==> config.mk <==
export PLATFORM = sky130hd
export DESIGN_NAME = sumres_scan_display
export DESIGN_NICKNAME = d
export VERILOG_FILES = /design/src/rtl/sumres_scan_display_pkg.sv /design/src/rtl/sumres_scan_display_bcd_seg_decode.sv /design/src/rtl/sumres_scan_display.sv
export SDC_FILE = /design/constraint.sdc
export NUM_CORES = 1
export LEC_CHECK = 0
export CORE_AREA = 2 2 105 107
export DETAILED_ROUTE_END_ITERATION = 10
export DIE_AREA = 0 0 107 109
export PLACE_DENSITY = 0.72
export SLEW_MARGIN = 15
export SYNTH_ARGS = -nofsm -noshare
export SYNTH_HDL_FRONTEND = slang
export SYNTH_SLANG_ARGS = --single-unit
==> constraint.sdc <==
create_clock -name clk_in -period 2.45 [get_ports clk_in]
set_input_delay 0.49 -clock clk_in [delete_from_list [all_inputs] [get_ports clk_in]]
set_output_delay 0.49 -clock clk_in [all_outputs]
set_load 0.005 [all_outputs]
==> src/rtl/sumres_scan_display_pkg.sv <==
// Shared constants for the add/subtract result display: FSM encoding,
// active-low 7-segment codes and the result-width helper.
package sumres_scan_display_pkg;

    localparam logic [1:0] ST_IDLE = 2'd0;
    localparam logic [1:0] ST_CALC = 2'd1;
    localparam logic [1:0] ST_CONV = 2'd2;
    localparam logic [1:0] ST_LOAD = 2'd3;

    // Segment order {g,f,e,d,c,b,a}, a 0 lights the segment.
    localparam logic [6:0] SEG_0     = 7'h40;
    localparam logic [6:0] SEG_1     = 7'h79;
    localparam logic [6:0] SEG_2     = 7'h24;
    localparam logic [6:0] SEG_3     = 7'h30;
    localparam logic [6:0] SEG_4     = 7'h19;
    localparam logic [6:0] SEG_5     = 7'h12;
    localparam logic [6:0] SEG_6     = 7'h02;
    localparam logic [6:0] SEG_7     = 7'h78;
    localparam logic [6:0] SEG_8     = 7'h00;
    localparam logic [6:0] SEG_9     = 7'h10;
    localparam logic [6:0] SEG_BLANK = 7'h7F;

    // A sum of two WIDTH-bit operands needs one extra bit for the carry.
    function automatic int res_width(input int width);
        return width + 1;
    endfunction

endpackage

==> src/rtl/sumres_scan_display_bcd_seg_decode.sv <==
// One BCD digit to active-low 7-segment pattern; codes above 9 and the
// blank request both turn every segment off.
module bcd_seg_decode
    import sumres_scan_display_pkg::*;
(
    input  logic [3:0] bcd,
    input  logic       blank,
    output logic [6:0] seg
);

    always_comb begin
        seg = SEG_BLANK;
        if (!blank) begin
            case (bcd)
                4'd0:    seg = SEG_0;
                4'd1:    seg = SEG_1;
                4'd2:    seg = SEG_2;
                4'd3:    seg = SEG_3;
                4'd4:    seg = SEG_4;
                4'd5:    seg = SEG_5;
                4'd6:    seg = SEG_6;
                4'd7:    seg = SEG_7;
                4'd8:    seg = SEG_8;
                4'd9:    seg = SEG_9;
                default: seg = SEG_BLANK;
            endcase
        end
    end

endmodule

==> src/rtl/sumres_scan_display.sv <==
// Add / absolute-subtract of two operands, sequential binary-to-BCD
// conversion and a multiplexed 7-segment display with leading-zero blanking.
//   state | meaning
//   IDLE  | waiting for start; operands latched when it arrives
//   CALC  | sum or |a-b| and sign computed into the shift register
//   CONV  | WIDTH+1 shift-add-3 steps into the BCD shadow
//   LOAD  | shadow and sign copied to the display, done pulsed
module sumres_scan_display
    import sumres_scan_display_pkg::*;
#(
    parameter int WIDTH     = 8,
    parameter int DIGITS    = 3,
    parameter int DIV_LIMIT = 100,
    parameter bit BLANK_LZ  = 1'b1
) (
    input  logic              clk_in,
    input  logic              rst_n,
    input  logic [WIDTH-1:0]  in_a,
    input  logic [WIDTH-1:0]  in_b,
    input  logic              op,
    input  logic              start,
    output logic              busy,
    output logic              done,
    output logic              sign0,
    output logic [6:0]        seg,
    output logic [DIGITS-1:0] dig_en
);

    localparam int RES_W = res_width(WIDTH);
    localparam int BCD_W = 4 * DIGITS;
    localparam int CNT_W = $clog2(RES_W);
    localparam int PRE_W = (DIV_LIMIT > 0) ? $clog2(DIV_LIMIT + 1) : 1;
    localparam int IDX_W = (DIGITS > 1) ? $clog2(DIGITS) : 1;

    logic [1:0]       state;
    logic [WIDTH-1:0] a_q, b_q;
    logic             op_q;
    logic [RES_W-1:0] res_sh, res_calc;
    logic             sign_calc, sign_nxt;
    logic [BCD_W-1:0] bcd_sh, bcd_adj, disp;
    logic [CNT_W-1:0] bit_cnt;
    logic [PRE_W-1:0] presc;
    logic [IDX_W-1:0] idx;
    logic [3:0]       cur_digit;
    logic             upper_zero, blank;

    assign busy = (state != ST_IDLE);

    always_comb begin
        res_calc = RES_W'(a_q) + RES_W'(b_q);
        sign_nxt = 1'b1;
        if (op_q) begin
            if (a_q >= b_q) begin
                res_calc = RES_W'(a_q - b_q);
            end else begin
                res_calc = RES_W'(b_q - a_q);
                sign_nxt = 1'b0;
            end
        end
    end

    // Digits of 5 or more get +3 before the shift so they carry correctly.
    always_comb begin
        bcd_adj = bcd_sh;
        for (int i = 0; i < DIGITS; i++) begin
            if (bcd_sh[4*i +: 4] >= 4'd5) begin
                bcd_adj[4*i +: 4] = bcd_sh[4*i +: 4] + 4'd3;
            end
        end
    end

    always_ff @(posedge clk_in or negedge rst_n) begin
        if (!rst_n) begin
            state     <= ST_IDLE;
            a_q       <= '0;
            b_q       <= '0;
            op_q      <= 1'b0;
            res_sh    <= '0;
            sign_calc <= 1'b1;
            bcd_sh    <= '0;
            bit_cnt   <= '0;
            disp      <= '0;
            sign0     <= 1'b1;
            done      <= 1'b0;
        end else begin
            done <= 1'b0;
            case (state)
                ST_IDLE: begin
                    if (start) begin
                        a_q   <= in_a;
                        b_q   <= in_b;
                        op_q  <= op;
                        state <= ST_CALC;
                    end
                end
                ST_CALC: begin
                    res_sh    <= res_calc;
                    sign_calc <= sign_nxt;
                    bcd_sh    <= '0;
                    bit_cnt   <= CNT_W'(WIDTH);
                    state     <= ST_CONV;
                end
                ST_CONV: begin
                    bcd_sh <= {bcd_adj[BCD_W-2:0], res_sh[RES_W-1]};
                    res_sh <= res_sh << 1;
                    if (bit_cnt == '0) begin
                        state <= ST_LOAD;
                    end else begin
                        bit_cnt <= bit_cnt - 1'b1;
                    end
                end
                ST_LOAD: begin
                    disp  <= bcd_sh;
                    sign0 <= sign_calc;
                    done  <= 1'b1;
                    state <= ST_IDLE;
                end
                default: state <= ST_IDLE;
            endcase
        end
    end

    always_ff @(posedge clk_in or negedge rst_n) begin
        if (!rst_n) begin
            presc  <= '0;
            idx    <= '0;
            dig_en <= DIGITS'(1);
        end else if (presc == PRE_W'(DIV_LIMIT)) begin
            presc  <= '0;
            dig_en <= (dig_en << 1) | (dig_en >> (DIGITS - 1));
            if (idx == IDX_W'(DIGITS - 1)) begin
                idx <= '0;
            end else begin
                idx <= idx + 1'b1;
            end
        end else begin
            presc <= presc + 1'b1;
        end
    end

    // A digit is blanked when it and every more significant digit are zero.
    always_comb begin
        cur_digit  = 4'd0;
        upper_zero = 1'b1;
        for (int i = 0; i < DIGITS; i++) begin
            if (IDX_W'(i) == idx) begin
                cur_digit = disp[4*i +: 4];
            end
            if ((i >= int'(idx)) && (disp[4*i +: 4] != 4'd0)) begin
                upper_zero = 1'b0;
            end
        end
        blank = BLANK_LZ && (idx != '0) && upper_zero;
    end

    bcd_seg_decode u_dec (
        .bcd   (cur_digit),
        .blank (blank),
        .seg   (seg)
    );

endmodule

==> run summary <==
Status - complete, but fails checks
Failing checks - setup timing
Final-report hold violation count - 0
Global-route wire length before repair - 16700 um
FF/Latch Area - 1780 sq um
PnR worst setup slack - -0.0403 ns
Main flop type after synthesis - dfrtp_1
Initial Util - 43.9%
Final critical-path required period - 2.49 ns
# diodes - 0
DP HPWL - 7010 um
Min-Delay Path Class - input pin to async pin
CP max FO - 6
Drt wl/cell - 14.5 um
Crit path DAT - 2.00 ns
Post-synth EDFFs - 0
Std cell rows - 38
Synthesized area per cell - 9.91 sq um
Core area - 10600 sq um
Dpl cell area - 5360 sq um
Maximum vdd drop - 884 uV
Utilization after layout - 56.2%
Largest net degree at the start of global routing - 72
Vias - 3786
Post-route cell area - 5950 sq um
CP Launch Type - flip-flop
Htree depth - 3
ANT nets after route - 0
Clk pin slew, worst setup/hold paths - 0.08 ns
DRC Markers - 0
F_max - 0.402 GHz
MaxCap Viol Count - 0
CTS root buf - clkbuf_8
LEAKAGE - 2.72 nW
Cell Area, Synth - 4660 sq um
1st-iter DRT viols - 165
Vias per cell - 5.42
Setup CP Type - flip-flop to output pin
Seq cells post-synth - 71
Die H - 109 um
Fill cells - 906
Area growth from synthesis to layout - 27.9%
Unrepaired setup endpoints after global routing - true
Die ar. - 11700 sq um
Worst-Margin Slew - 0.614 ns
Top Ports - 33
Clock Sinks - 71
Vias in the first global route - 3781
Initial antenna violation count - 0
Gr usage total - 17.7%
Yosys cell types - 69
CP required - 1.96 ns
Crit. End Element - output pin
Final Skew - 0.0124 ns
Area of the multi-input gates - 2820 sq um
I/O Buffers - 32
Die X-Extent - 107 um
Worst slew margin - 59.0%
Routability congestion estimate - 0.863
Nets - 620
Pwr dens - 1400 nW/um^2
Sequential cell area fraction in the yosys report - 38.2%
Final wirelength - 10200 um
Global route total overflow - 0
Post-Syn Nets - 537
Synth Warn # - 0
Async SR Flop Fraction - 100%
Final Max Slew Viols - 0
Share of layout cells above drive strength 1 - 29.6%
Setup Viol. Count Final - 5
Tot Pwr - 0.00833 W
CTS Hold Bufs - 0
CTS tree - built
DR pass1 iterations - 5
Total CTS buffers - 9
CTS Buffer Depth - 2
Clock Latency Late Sink - 0.36 ns
Post-Syn Instances - 470
Final cycle utilization of the critical path - 102%
worst paths after layout:
kind                                start   endpoint  cells after the start  slack, ns
worst max register to register     b_q[1]  res_sh[7]                      9       0.03
worst min-delay path                rst_n     b_q[6]                      2       0.12
worst min register to register  res_sh[6]  res_sh[6]                      2       0.49
min in group clk_in             res_sh[6]  res_sh[6]                      2       0.49
worst max-delay path               idx[1]     seg[4]                     10      -0.04
max in group asynchronous           rst_n  dig_en[0]                      2       1.97
synthesized netlist by cell type (5+ instances only):
master | n | area share [%]
o22ai_1 | 6 | 0.81
nand2b_1 | 7 | 0.94
nor2b_1 | 5 | 0.67
nor2_1 | 34 | 2.7
mux2_2 | 37 | 8.9
nand2_1 | 25 | 2.0
inv_1 | 49 | 4.0
nor3_1 | 5 | 0.54
ha_1 | 44 | 12
a21oi_1 | 26 | 2.8
o21ai_0 | 21 | 2.3
and3_1 | 7 | 0.94
clkbuf_1 | 10 | 0.81
nand3_1 | 11 | 1.2
xnor2_1 | 9 | 1.7
nand4_1 | 5 | 0.67
dfrtp_1 | 68 | 37
a21o_1 | 6 | 0.97
mux2i_1 | 12 | 2.6
where the power goes:
part | internal, W | total (W) | switching [W]
Sequential | 0.00151 | 0.00175 | 0.000246
Clock | 0.000606 | 0.00109 | 0.000485
Combinational | 0.00259 | 0.00549 | 0.00290
placed cells by master (no fill, tap or decap), types with 6 or more instances in the layout:
master,netlist,layout
buf_6,1,7
and3_1,7,7
clkbuf_8,0,10
a21oi_1,26,23
nand3_1,11,10
ha_2,0,6
a21o_1,6,6
buf_2,4,7
mux2i_1,12,12
ha_4,0,6
buf_4,1,51
inv_1,49,48
dfrtp_1,68,66
ha_1,44,32
mux2_2,37,37
nor2_1,34,33
nand2b_1,7,6
xnor2_1,9,9
o22ai_1,6,6
o21ai_0,21,19
nand2_1,25,24
clkdlybuf4s50_1,0,24
worst max-delay path, cell delays in order, from the launching register on:
cell,delay [ns]
dfrtp_2,0.47
buf_6,0.14
mux2i_1,0.10
o21ai_1,0.17
buf_4,0.17
buf_6,0.10
ha_4,0.12
nand2_2,0.05
mux2i_1,0.14
nand2_1,0.06
buf_2,0.12
logic make-up (layout without fill, tap and decap cells):
| kind of cell | count (synthesis) | after routing | share of synthesized area [%] |
|---|---|---|---|
| compound gates | 105 | 105 | 15.8 |
| simple gates | 118 | 118 | 12.9 |
| flops | 71 | 71 | 38.2 |
| xor+xnor | 12 | 12 | 2.26 |
| mux | 49 | 49 | 11.5 |
| fa+ha+maj | 47 | 47 | 13.1 |
| buf+inv | 68 | 156 | 6.18 |
metal layers:
| layer | track usage [%] | vias up | wire length (um) |
|---|---|---|---|
| li1 | - | 1821 | - |
| met1 | 20.1 | 1865 | 4200 |
| met2 | 32.8 | 83 | 5460 |
| met4 | 6.22 | 0 | 179 |
| met3 | 3.53 | 17 | 307 |
| met5 | 0 | - | 0 |
stage by stage:
step	hold slack, ns	setup slack, ns	setup TNS, ns	instances
after floorplan	0.194	0.0287	0	470
after global placement	0.462	-0.0400	-0.148	664
after detailed placement	0.465	-0.111	-0.478	664
after CTS	0.155	-0.0672	-0.0672	693
after global routing	0.159	-0.180	-1.29	698
final	0.119	-0.0403	-0.143	698
state kept, by name (all words and copies together) (netlist names), 2 cells and up:
| register | count |
|---|---|
| b_q | 8 |
| disp | 12 |
| bit_cnt | 4 |
| idx | 2 |
| res_sh | 9 |
| presc | 7 |
| dig_en | 3 |
| a_q | 8 |
| bcd_sh | 12 |
| state | 2 |
cell type report:
| cell class | count | area share, % |
|---|---|---|
| inverters | 49 | 3.09 |
| clock inverters | 6 | 1.55 |
| repair buffers | 91 | 12.8 |
| flip-flops and latches | 71 | 29.9 |
| multi-input cells | 331 | 47.4 |
| well taps | 140 | 2.94 |
| clock buffers | 10 | 2.31 |
repair_timing:
action | 4_1_cts | 5_1_grt
gates resized for setup | 44 | 36
setup endpoints to repair | 9 | 15
setup buffers | 13 | 5
pin swaps | 10 | 15
Power figures use the tool's default switching activity.
